--- config.mk ---
export PLATFORM = sky130hd
export DESIGN_NAME = layer_compositor
export DESIGN_NICKNAME = d
export VERILOG_FILES = /design/src/rtl/layer_pkg.sv /design/src/rtl/layer_priority_sel.sv /design/src/rtl/layer_compositor.sv
export SDC_FILE = /design/constraint.sdc
export NUM_CORES = 1
export LEC_CHECK = 0
export ABC_AREA = 0
export CAP_MARGIN = 20
export CORE_MARGIN = 8
export CORE_UTILIZATION = 30
export CTS_CLUSTER_SIZE = 20
export DETAILED_ROUTE_END_ITERATION = 6
export SLEW_MARGIN = 20
export SYNTH_ARGS = -nofsm -noshare
export SYNTH_HDL_FRONTEND = slang
export SYNTH_SLANG_ARGS = --single-unit
--- constraint.sdc ---
create_clock -name clk -period 3.95 [get_ports clk]
set_clock_uncertainty 0.2 [all_clocks]
set_input_delay 0.79 -clock clk [delete_from_list [all_inputs] [get_ports clk]]
set_output_delay 0.79 -clock clk [all_outputs]
set_load 0.02 [all_outputs]
--- src/rtl/layer_pkg.sv ---
// Shared types and constants for the layer compositor and the sprite
// generators that must align with its pipeline latency.
package layer_pkg;

    localparam int LC_COLOR_W = 12;
    localparam int LC_COORD_W = 12;
    localparam int LC_LATENCY = 2;

    typedef logic [LC_COLOR_W-1:0] color_t;
    typedef logic [LC_COORD_W-1:0] coord_t;

    localparam color_t DEFAULT_BG_COLOR  = 12'hF00;
    localparam color_t DEFAULT_KEY_COLOR = 12'h000;

    // True when at least two bits of the vector are set.
    function automatic logic multi_hot(input logic [15:0] v);
        return (v & (v - 16'd1)) != 16'd0;
    endfunction

endpackage

--- src/rtl/layer_priority_sel.sv ---
// Combinational priority select: the highest-index opaque layer wins.
module layer_priority_sel
    import layer_pkg::*;
#(
    parameter int N_LAYERS = 4,
    parameter int COLOR_W  = LC_COLOR_W
) (
    input  logic [N_LAYERS-1:0]         opaque,
    input  logic [N_LAYERS*COLOR_W-1:0] colors,
    output logic [COLOR_W-1:0]          color,
    output logic                        hit
);

    // Later (higher-index) layers overwrite earlier ones.
    always_comb begin
        color = '0;
        hit   = 1'b0;
        for (int i = 0; i < N_LAYERS; i++) begin
            if (opaque[i]) begin
                color = colors[i*COLOR_W +: COLOR_W];
                hit   = 1'b1;
            end else begin
                color = color;
                hit   = hit;
            end
        end
    end

endmodule

--- src/rtl/layer_compositor.sv ---
// Two-stage pixel compositor with per-frame layer collision reporting.
// Collision logic is built only when LAYER_COMPOSITOR_COLLISION_EN is defined.
module layer_compositor
    import layer_pkg::*;
#(
    parameter int                  N_LAYERS  = 4,
    parameter int                  COLOR_W   = LC_COLOR_W,
    parameter int                  COORD_W   = LC_COORD_W,
    parameter int                  V_ACTIVE  = 1080,
    parameter logic [COLOR_W-1:0]  BG_COLOR  = DEFAULT_BG_COLOR,
    parameter logic [COLOR_W-1:0]  KEY_COLOR = DEFAULT_KEY_COLOR
) (
    input  logic                        clk,
    input  logic                        rst,
    input  logic                        video_on,
    input  logic                        hsync_in,
    input  logic                        vsync_in,
    input  logic [COORD_W-1:0]          h_count,
    input  logic [COORD_W-1:0]          v_count,
    input  logic [N_LAYERS*COLOR_W-1:0] layer_rgb,
    input  logic [N_LAYERS-1:0]         layer_en,
    output logic [COLOR_W-1:0]          rgb,
    output logic                        hsync_out,
    output logic                        vsync_out,
    output logic                        video_on_out,
    output logic [N_LAYERS-1:0]         coll_mask,
    output logic                        frame_done
);

    logic [N_LAYERS-1:0]         opaque_s;
    logic                        boundary_s;
    logic [N_LAYERS*COLOR_W-1:0] s1_rgb_r;
    logic [N_LAYERS-1:0]         s1_opaque_r;
    logic                        s1_video_on_r, s1_hsync_r, s1_vsync_r, s1_boundary_r;
    logic [COLOR_W-1:0]          sel_color_s;
    logic                        sel_hit_s;
    logic [COLOR_W-1:0]          rgb_r;
    logic                        hsync_r, vsync_r, video_on_r;

    // A layer pixel is opaque when enabled and not equal to the key colour.
    always_comb begin
        opaque_s = '0;
        for (int i = 0; i < N_LAYERS; i++) begin
            opaque_s[i] = layer_en[i] && (layer_rgb[i*COLOR_W +: COLOR_W] != KEY_COLOR);
        end
    end

    assign boundary_s = (v_count == COORD_W'(V_ACTIVE)) && (h_count == '0);

    // Stage 1: capture colours, opacity, syncs and the frame-boundary flag.
    always_ff @(posedge clk) begin
        if (!rst) begin
            s1_rgb_r      <= '0;
            s1_opaque_r   <= '0;
            s1_video_on_r <= 1'b0;
            s1_hsync_r    <= 1'b0;
            s1_vsync_r    <= 1'b0;
            s1_boundary_r <= 1'b0;
        end else begin
            s1_rgb_r      <= layer_rgb;
            s1_opaque_r   <= opaque_s;
            s1_video_on_r <= video_on;
            s1_hsync_r    <= hsync_in;
            s1_vsync_r    <= vsync_in;
            s1_boundary_r <= boundary_s;
        end
    end

    layer_priority_sel #(
        .N_LAYERS (N_LAYERS),
        .COLOR_W  (COLOR_W)
    ) u_sel (
        .opaque (s1_opaque_r),
        .colors (s1_rgb_r),
        .color  (sel_color_s),
        .hit    (sel_hit_s)
    );

    // Stage 2: blanking forces black; otherwise winner or background.
    always_ff @(posedge clk) begin
        if (!rst) begin
            rgb_r      <= '0;
            hsync_r    <= 1'b0;
            vsync_r    <= 1'b0;
            video_on_r <= 1'b0;
        end else begin
            if (!s1_video_on_r) begin
                rgb_r <= '0;
            end else if (sel_hit_s) begin
                rgb_r <= sel_color_s;
            end else begin
                rgb_r <= BG_COLOR;
            end
            hsync_r    <= s1_hsync_r;
            vsync_r    <= s1_vsync_r;
            video_on_r <= s1_video_on_r;
        end
    end

    assign rgb          = rgb_r;
    assign hsync_out    = hsync_r;
    assign vsync_out    = vsync_r;
    assign video_on_out = video_on_r;

`ifdef LAYER_COMPOSITOR_COLLISION_EN
    logic [N_LAYERS-1:0] acc_r;
    logic [N_LAYERS-1:0] coll_mask_r;
    logic                frame_done_r;

    // Sticky collision accumulator; the frame boundary publishes and clears it.
    always_ff @(posedge clk) begin
        if (!rst) begin
            acc_r        <= '0;
            coll_mask_r  <= '0;
            frame_done_r <= 1'b0;
        end else if (s1_boundary_r) begin
            acc_r        <= '0;
            coll_mask_r  <= acc_r;
            frame_done_r <= 1'b1;
        end else begin
            if (s1_video_on_r && multi_hot(16'(s1_opaque_r))) begin
                acc_r <= acc_r | s1_opaque_r;
            end else begin
                acc_r <= acc_r;
            end
            coll_mask_r  <= coll_mask_r;
            frame_done_r <= 1'b0;
        end
    end

    assign coll_mask  = coll_mask_r;
    assign frame_done = frame_done_r;
`else
    logic unused_boundary_s;
    assign unused_boundary_s = s1_boundary_r;
    assign coll_mask  = '0;
    assign frame_done = 1'b0;
`endif

endmodule

==> run summary, run 1 <==
The flow ran to the end, and the final reports show no timing, DRC or antenna violations. The number of pins exceeding their max-slew limit in the final report came out at 0. The fraction of the cycle the final worst path needs came out at around 57%.

The number of antenna violations at the first check in global routing came out at 0. The vertical extent of the die is 104 microns. The clock network latency to the later pin of the worst-skew pair is 0.34 ns. Broken down by cell family, the worst path's largest delay share belongs to buffers and inverters. The post-cts repair resize count is 0. For this design the top-level I/O count stands at around 100.

In the global route stage, met1 resource usage came out at between 10% and 20%. The count of nets after finishing is between 300 and 400. Clock tree synthesis found a total of 70 sinks. Leaving out fill and tap cells, the most frequent cells in the layout are sky130_fd_sc_hd__clkdlybuf4s50_1 (71), sky130_fd_sc_hd__dfxtp_1 (70), sky130_fd_sc_hd__and2_1 (53), sky130_fd_sc_hd__nor4_1 (12). In the final routed layout, each cell accounts on average for 14.5 microns. The endpoint required time on the critical path is 2.96 ns. The global-route track usage on met2 came out at 15.9%. The region available for standard cell placement spans roughly 7600 sq um. The largest vdd supply drop came out at approximately 0.00020 V. Of all cell types, the one taking the most synthesized area is sky130_fd_sc_hd__dfxtp_1. After global routing, the most crowded layer is met2. Clock tree synthesis selected as its root buffer the cell sky130_fd_sc_hd__clkbuf_8.

The maximum operating frequency came out at ~440 MHz. The number of register bits inferred by synthesis came out at 70. The initial utilization of the core area, before any placement, comes to ~31%. The transition time of the tightest slew-check pin came out at about 0.70 ns. STA classifies the critical path endpoint as an output pin. The global-route wire length before repair came out at roughly 9000 microns. The total of warnings raised by yosys came out at 0. The residual antenna-violating net count after detailed routing is 0. The path with the worst hold slack has its endpoint at hsync_out$_SDFF_PN0_. For the final routed database, the setup TNS stands at 0 ns. After synthesis, the cell types taking the most area are sky130_fd_sc_hd__dfxtp_1 (60%), sky130_fd_sc_hd__and2_1 (14%), sky130_fd_sc_hd__a221oi_1 (4.1%), sky130_fd_sc_hd__nor4_1 (3.2%), sky130_fd_sc_hd__nor3_2 (3.0%). For this run, the share of the core covered by cells in the final layout is approximately 44%. The number of buffers added for setup after CTS is 0. Relative to the synthesized area, the layout overhead comes to 43.3%. The detailed-route via count came out at roughly 1700.

The via count of the first global-routing pass is between 1500 and 2000. The worst path needs around 2.3 ns of the cycle, external delays included. The first detailed-routing pass took 4 iterations.

The min-delay analysis places its worst path in the category register to register. The critical path is of the register to output pin type. The post-detailed-route via-to-cell ratio came out at ~4.3. The largest driver fanout on the critical path is 1. The hold-fix buffer count after cts came out at 0. The CTS buffer count came out at 9. The critical path goes through clkdlybuf4s50_1. Dividing the synthesized area by the synthesized cell count gives 10.9 sq um. Across every metal layer, demand over resource in global routing totals 10.6%. The peak per-stage delay on the critical path is just over 0.6 ns. The library cell used most frequently in the layout, excluding fill and tap cells, is sky130_fd_sc_hd__clkdlybuf4s50_1.

The number of antenna diodes came out at 0. The die is around 100 microns wide. Synthesis handed over a netlist of between 200 and 250 instances. Before CTS, the worst setup slack after placement is between 1.5 and 2 ns. The global routing met3 resource utilization came out at ~3.8%.

The startpoint identified for the worst hold timing path is s1_hsync_r$_SDFF_PN0_. Once routing completed, OpenROAD measured the worst setup slack at between 1.5 and 2 ns. Entering global routing, the biggest net connects between 50 and 60 pins.

The deepest level of the CTS H-tree is 3. The sequential area share after synthesis came out at between 50% and 60%. The number of buffers and inverters on the critical path is 1.

The finished cells cover between 3000 and 4000 sq um. In the routed design, unresolved DRC markers number 0. The post-synthesis cell type count is 26. The number of cells on the worst reg-to-reg path is 3. The total global routing overflow is 0.

The register-to-register path setup slack is approximately 2.1 ns. Setup repair after global routing left no endpoint under its margin. The number of buffer cells added on primary ports is 71. Counting instances, the worst hold path has a depth of 1. The final weighted congestion in routability-driven placement came out at 0.707. The arrival time at the worst endpoint is around 1.3 ns. The count of final setup violators came out at 0. Of the cells placed in the final design, the portion with a size suffix greater than 1 is about a tenth.

The tool flagged a number of max-cap violations equal to 0. The startpoint type of the worst setup path is a register. In this run the tightest slew margin relative to its limit is between 50% and 60%. The hold violation total from the final report is 0.

The power per standard cell area is about 480 nW/um^2. TritonCTS built the clock tree. Once placement finished, the instance area stood at 3110 sq um. The largest individual stage delay along the critical path comes from the cell sky130_fd_sc_hd__clkdlybuf4s50_1. The worst-case hold slack is around 0.24 ns. The row count is 32. The worst reg2reg path startpoint is s1_opaque_r[1]$_SDFF_PN0_.

The routed wire length came out at ~5700 microns. The buffer depth of the longest clock path came out at 2. The synthesized cell area came out at 2350 sq um. The HPWL after detailed placement came out at roughly 4500 microns.

The analysis attributes to cell leakage a power of between 1 and 1.5 nW. The top-area cell type share of the netlist area came out at roughly 60%. The clock slew at the register clock pins of the worst setup and hold paths is ~0.07 ns. The starting DRC count in detailed routing came out at 54. The endpoint identified for the worst register-to-register timing path is rgb[11]$_SDFF_PN0_. The area enclosed by the die boundary came out at around 11000 sq um.
synthesized netlist by cell type, drive strengths merged:
cell type / n
clkbuf: 6
or2: 2
a221oi: 11
conb: 1
nand3b: 1
a31oi: 4
a21oi: 5
nand2b: 1
nor2b: 1
a211oi: 1
dfxtp: 70
or3b: 1
a211o: 4
buf: 12
nor4: 13
inv: 6
and2: 53
o21ai: 1
o22ai: 11
nand2: 5
nor3: 7
metal layers:
layer  up-vias  share of wire [%]  routed length [microns]
li1        876                  -                        -
met1       740                 47                     2650
met2        51                 45                     2570
met3         9                6.1                      344
met4         0                2.0                      113
met5         -                  0                        0
worst max-delay path by stage:
stage / endpoint / start / slack [ns] / cells past startpoint
5_1_grt: rgb[6] / rgb[6]$_SDFF_PN0_ / 1.63 / 1
3_3_place_gp: rgb[2]$_SDFF_PN0_ / rst / 1.62 / 4
3_5_place_dp: rgb[2]$_SDFF_PN0_ / rst / 1.62 / 4
2_1_floorplan: rgb[2]$_SDFF_PN0_ / rst / 2.27 / 4
6_report: rgb[6] / rgb[6]$_SDFF_PN0_ / 1.69 / 1
4_1_cts: rgb[6] / rgb[6]$_SDFF_PN0_ / 1.66 / 1
registers in the layout, indices dropped and copies added (netlist names):
| signal | flops |
|---|---|
| hsync_out | 1 |
| rgb | 12 |
| s1_hsync_r | 1 |
| s1_opaque_r | 4 |
| s1_rgb_r | 48 |
| s1_video_on_r | 1 |
| s1_vsync_r | 1 |
| video_on_out | 1 |
| vsync_out | 1 |
cell families (layout without fill, tap and decap cells):
group	Yosys count	after routing	share of synthesized area, %
compound gates	37	37	11.4
buf+inv	24	94	5.22
flops	70	70	59.7
other cells	1	5	0.160
simple gates	84	84	23.5
power breakdown:
group | switching [W] | total, W | internal (W)
clock network | 0.000253 | 0.000708 | 0.000455
logic | 0.0000634 | 0.000151 | 0.0000878
registers | 0.0000164 | 0.000757 | 0.000741
total | 0.000332 | 0.00162 | 0.00128
stage by stage:
step,instances,power (W)
final,392,0.00162
after global routing,392,0.00168
after CTS,392,0.00163
after detailed placement,376,0.000926
after global placement,376,0.000924
after floorplan,220,0.000840
final cells by class:
cell class / instances / area (sq um)
clock inverter: 5 / 104
tap: 102 / 128
fill: 725 / 4280
multi-input combinational: 126 / 838
sequential: 70 / 1400
clock buffer: 11 / 151
inverter: 6 / 22.5
timing repair buffer: 72 / 718
No activity file was read; power rests on OpenSTA's default activity.
==> inputs of run 2 (changes only) <==
Clock period 3.95 ns to 1.97 ns, I/O delays scaled along.
==> run 2 against run 1 <==
  * First-iteration DRC count down 3.7%
  * Largest cell class unchanged
  * Non-clock buffer count grew 3
  * Die area did not move
==> run summary, run 2 (synthesized netlist as in run 1, its figures left out) <==
At the later pin of the worst-skew pair, clock insertion delay measures about 0.34 ns. The minimum clock period after layout came out at 1.85 ns. Leaving out fill and tap cells, the most frequent cells in the layout are sky130_fd_sc_hd__clkdlybuf4s50_1 (71), sky130_fd_sc_hd__dfxtp_1 (70), sky130_fd_sc_hd__and2_1 (53), sky130_fd_sc_hd__nor4_1 (12), sky130_fd_sc_hd__clkbuf_8 (12).

The wire length on met2 is approximately 2500 microns. For the worst setup path, the data arrival time is ~1.3 ns. The area used by multi-input combinational logic is 838 sq um. The sum of met3 wire segment lengths after detailed routing is ~350 microns.

The core region area came out at 7650 sq um. For this configuration, the core starts out at a cell density of between 30% and 40%. The number of buffers and inverters on the critical path is 1. The peak per-stage delay on the critical path came out at about 0.61 ns. The clock slew at the register clock pins of the worst setup and hold paths came out at about 0.070 ns. The worst-case hold slack is roughly 0.24 ns. The area enclosed by the die boundary is 10900 sq um. The register with the most flip-flops in the layout has 48 of them. The maximum number of pins on one net before global-route repair is slightly below 60. The kind of capture point of the worst setup path is an output pin.

0 antenna diodes ended up in the layout. The count of final setup violators came out at 0. The detail-routed net length per standard cell is ~14 microns.

The highest routed metal layer is met4. The leakage component of the power came out at 1.27 nW. Using the TritonRoute via totals, the vias-per-cell ratio works out to ~4.3. OpenSTA, run right after detailed placement, puts the worst setup slack at 0.0654 ns. For this run, the total global-route usage over all layers was measured as 10.7%.

The x dimension of the die came out at 104 microns. The vertical extent of the die is approximately 100 microns. The total global routing overflow came out at 0. The number of buffers added for setup after CTS came out at 0. STA classifies the critical path startpoint as a register. The maximum operating frequency is about 540 MHz. The worst slew slack as a fraction of its limit came out at between 50 and 60%. Fill cells in the final layout number 724.

The register with the highest flop count is s1_rgb_r. The family of cells with the greatest summed delay on the critical path is buffers and inverters. The power per standard cell area came out at roughly 940 nW/um^2. The I/O pin count is 101.

The sequential standard cell area came out at around 1400 sq um. The transition time of the tightest slew-check pin is 0.708 ns. Setup repair after global routing left no endpoint under its margin. The number of pins exceeding their max-slew limit in the final report is 0. In this run the worst setup path begins at rgb[6]$_SDFF_PN0_. In this run the remaining antenna-violating nets after routing total 0.

The first-pass detailed-route iteration total is 6. The slowest stage of the critical path belongs to the cell sky130_fd_sc_hd__clkdlybuf4s50_1. The via count of the first global-routing pass is around 1800. The floorplan has 32 rows. The post-route netlist has between 10% and 20% of its cells at a drive strength greater than 1. The classification of the worst-slack hold path is register to register.

The area growth from synthesis to final layout is 43.7%. The worst register-to-register path begins at s1_opaque_r[0]$_SDFF_PN0_. The number of maximum-capacitance violations came out at 0.

The post-route DRC violation count came out at 0. The tree is rooted in a sky130_fd_sc_hd__clkbuf_8. The largest vdd supply drop is between 0.0002 and 0.0003 V. The overall power consumption is about 0.0032 W.

The number of antenna violations at the first check in global routing came out at 0. Once routing completed, OpenROAD measured the worst setup slack at 0.116 ns. The fraction of the cycle the final worst path needs is a little over nine tenths. The summed negative setup slack over all endpoints is 0 ns.

The hold-fix buffer count after cts is 0. The post-cts repair resize count is 0. The global-route wire length before repair came out at ~9000 microns.

The deepest level of the CTS H-tree is 3. By startpoint and endpoint, the worst setup path is classified as register to output pin. The signal on the critical path passes through clkdlybuf4s50_1. The flow ran to the end, and the final reports show no timing, DRC or antenna violations.

The CTS buffer count came out at 9. For the worst setup path, the data required time is 1.38 ns. The number of buffer cells added on primary ports is between 70 and 80. The hold violation total from the final report is 0. The startpoint of the tightest hold check path is s1_hsync_r$_SDFF_PN0_. The final weighted congestion in routability-driven placement is around 0.7. The library cell used most frequently in the layout, excluding fill and tap cells, is sky130_fd_sc_hd__clkdlybuf4s50_1. The detailed-routing wirelength on met1 is approximately 2700 microns. The detailed-route via count is between 1500 and 2000. The buffer depth of the longest clock path is 2. The final layout contains routed wiring with a total length of 5680 microns.

The HPWL after detailed placement came out at 4520 microns. TritonCTS built the clock tree. For this block, the initial DRC count from the detailed router was 52. The tree built by TritonCTS fans out to 70 sinks. The largest driver fanout on the critical path is 1.

The count of nets after finishing is 369.
==> run 2: cell count changes in the layout (fill, tap and decap cells not counted), sizes merged <==
cell / before / now
bufinv: 3 / 2
clkbuf: 11 / 12
clkinv: 1 / 2
buf: 1 / 4
inv: 7 / 6
==> run 2: area by class of cell <==
type                    count  share of cell area (%)
flip-flops and latches     70                    41.5
multi-input cells         126                    24.9
repair buffers             75                    22.0
clock buffers              12                    4.90
well taps                 102                    3.78
clock inverters             4                    2.30
inverters                   6                   0.668
==> run 2: per-stage QoR <==
stage | instance area, sq um | utilization (%) | std cells
2_1_floorplan | 2360 | - | 220
3_3_place_gp | 3130 | 40.9 | 379
3_5_place_dp | 3130 | 40.9 | 379
4_1_cts | 3370 | 44.1 | 395
5_1_grt | 3370 | 44.1 | 395
6_report | 3370 | 44.1 | 395
==> run 2: power by group <==
part | switching (W) | internal [W] | total, W
Sequential | 0.0000281 | 0.00148 | 0.00151
Clock | 0.000513 | 0.000821 | 0.00133
Combinational | 0.000133 | 0.000180 | 0.000313
==> run 2: final timing paths <==
kind | to | slack [ns] | cells past startpoint
worst max-delay path | rgb[6] | 0.12 | 1
worst min-delay path | hsync_out$_SDFF_PN0_ | 0.24 | 1
worst max register to register | rgb[10]$_SDFF_PN0_ | 0.28 | 3
worst min register to register | hsync_out$_SDFF_PN0_ | 0.24 | 1
==> run 2: layer usage <==
metal  global-route usage, %  vias to the layer above
met4                    6.20                        0
met3                    3.72                        9
li1                        -                      886
met2                    15.6                       56
met5                       0                        -
met1                    13.4                      736
==> RTL edit: new RTL, flow settings as in run 2 <==
`N_LAYERS` is set to 4 in 2 places; all go to 8.
--- a/src/rtl/layer_priority_sel.sv
+++ b/src/rtl/layer_priority_sel.sv
@@ -3,5 +3,5 @@
     import layer_pkg::*;
 #(
-    parameter int N_LAYERS = 4,
+    parameter int N_LAYERS = 8,
     parameter int COLOR_W  = LC_COLOR_W
 ) (
--- a/src/rtl/layer_compositor.sv
+++ b/src/rtl/layer_compositor.sv
@@ -4,5 +4,5 @@
     import layer_pkg::*;
 #(
-    parameter int                  N_LAYERS  = 4,
+    parameter int                  N_LAYERS  = 8,
     parameter int                  COLOR_W   = LC_COLOR_W,
     parameter int                  COORD_W   = LC_COORD_W,
Ports: changed (resized coll_mask, layer_en and layer_rgb); port bits go from 101 to 157. The function was not compared with the original's and may differ.
==> RTL edit against run 2 <==
  * Highest routed layer unchanged
  * Combinational power rose by 110%
  * Final cell count rose by 87%
  * Final area rose by 86%
  * Sequential power rose by 76%
  * Via count rose by 110%
  * Critical path depth did not move
  * Sequential cell count rose by 52
  * Total power rose by 100%
  * Core utilization rose by 1.1 points
  * Wire length rose by 120%
  * Worst setup slack got worse by 82 ps
  * Area after synthesis rose by 82%
==> RTL edit: results (changes against run 2) <==
metric	value	unit	change
met3 WL	707	um	was 354 um
DR vias/cell	4.68		was 4.27
Inverters	8		was 6
met3 GRT Util	0.0393		was 0.0372
CLK BUF	19		was 12
clk slew on worst S/H paths	50	ps	was 70 ps
most instantiated cells after synthesis	dfxtp_1 (122), and2_1 (101), nor4_1 (28)		was dfxtp_1 (70), and2_1 (53), nor4_1 (12)
synth top area cells	dfxtp_1 (57%), and2_1 (15%), nor4_1 (4.1%), a221oi_1 (2.9%), o22ai_1 (2.2%)		was dfxtp_1 (60%), and2_1 (14%), a221oi_1 (4.1%), nor4_1 (3.2%), nor3_2 (3.0%)
largest net degree at the start of global routing	51		was 58
met1 Usage GRT	0.177		was 0.134
cells after synthesis	417		was 216
number of buffers created by CTS	17		was 9
final period utilization	0.982		was 0.941
root buffer cell	clkbuf_16		was clkbuf_8
leakage power	2.48	nW	was 1.27 nW
layout cells sized above 1	0.0964		was 0.102
Synth Area in Compound Gates	0.137		was 0.114
max reg flops	96		was 48
Tot GR Track Use	0.141		was 0.107
H-tree Lvls	4		was 3
clk cell area share	0.0948		was 0.0720
status	finished, final reports clean		unchanged
R2R Setup Slk	50	ps	was 280 ps
sequential share of the synthesized area	0.573		was 0.597
Iter 0 DRT Violations	183		was 52
Critical Path Source	rgb[0]$_SDFF_PN0_		was rgb[6]$_SDFF_PN0_
hold slack	183	ps	was 239 ps
Final nets	680		was 369
Fillers	1352		was 724
GR Util met2	0.225		was 0.156
DP Area	5680	um2	was 3130 um2
Placed Cells	708		was 379
Port Buf Inserts	123		was 71
layout buffering overhead excluding clock cells	0.215		was 0.220
CTS-repair resized insts	3		was 0
R2R Path End	rgb[1]$_SDFF_PN0_		was rgb[10]$_SDFF_PN0_
wire length per cell	17.1	um	was 14.4 um
DRT met1 WL	5870	um	was 2690 um
seq_cells	122		was 70
FF/Latch Area	2440	um2	was 1400 um2
multi-input gates	262		was 126
number of non-clock buffers in the layout	136		was 75
first-pass GRT wire length	19500	um	was 9070 um
RTL edit: cell count changes after synthesis, sizes merged, moves of 5 or more:
cell and delta:
nand2 +15, buf +6, o21ai +5, nor2 +9, a221oi +5, clkbuf +9
nor4 +15, dfxtp +52, and2 +48, a21oi +8
RTL edit: worst min path at each step:
stage               cells after the start                        end                  start
floorplan                               1       hsync_out$_SDFF_PN0_  s1_hsync_r$_SDFF_PN0_
global placement                        1       hsync_out$_SDFF_PN0_  s1_hsync_r$_SDFF_PN0_
detailed placement                      1       hsync_out$_SDFF_PN0_  s1_hsync_r$_SDFF_PN0_
CTS                                     3  s1_opaque_r[7]$_SDFF_PN0_                    rst
global route                            3  s1_opaque_r[7]$_SDFF_PN0_                    rst
finish                                  3  s1_opaque_r[7]$_SDFF_PN0_                    rst
RTL edit: report_power, final:
part	total [W]	switching (W)	leakage, nW	internal, W
registers	0.00266	0.0000577	1.01	0.00260
logic	0.000645	0.000284	1.18	0.000361
clock network	0.00304	0.00111	0.290	0.00194
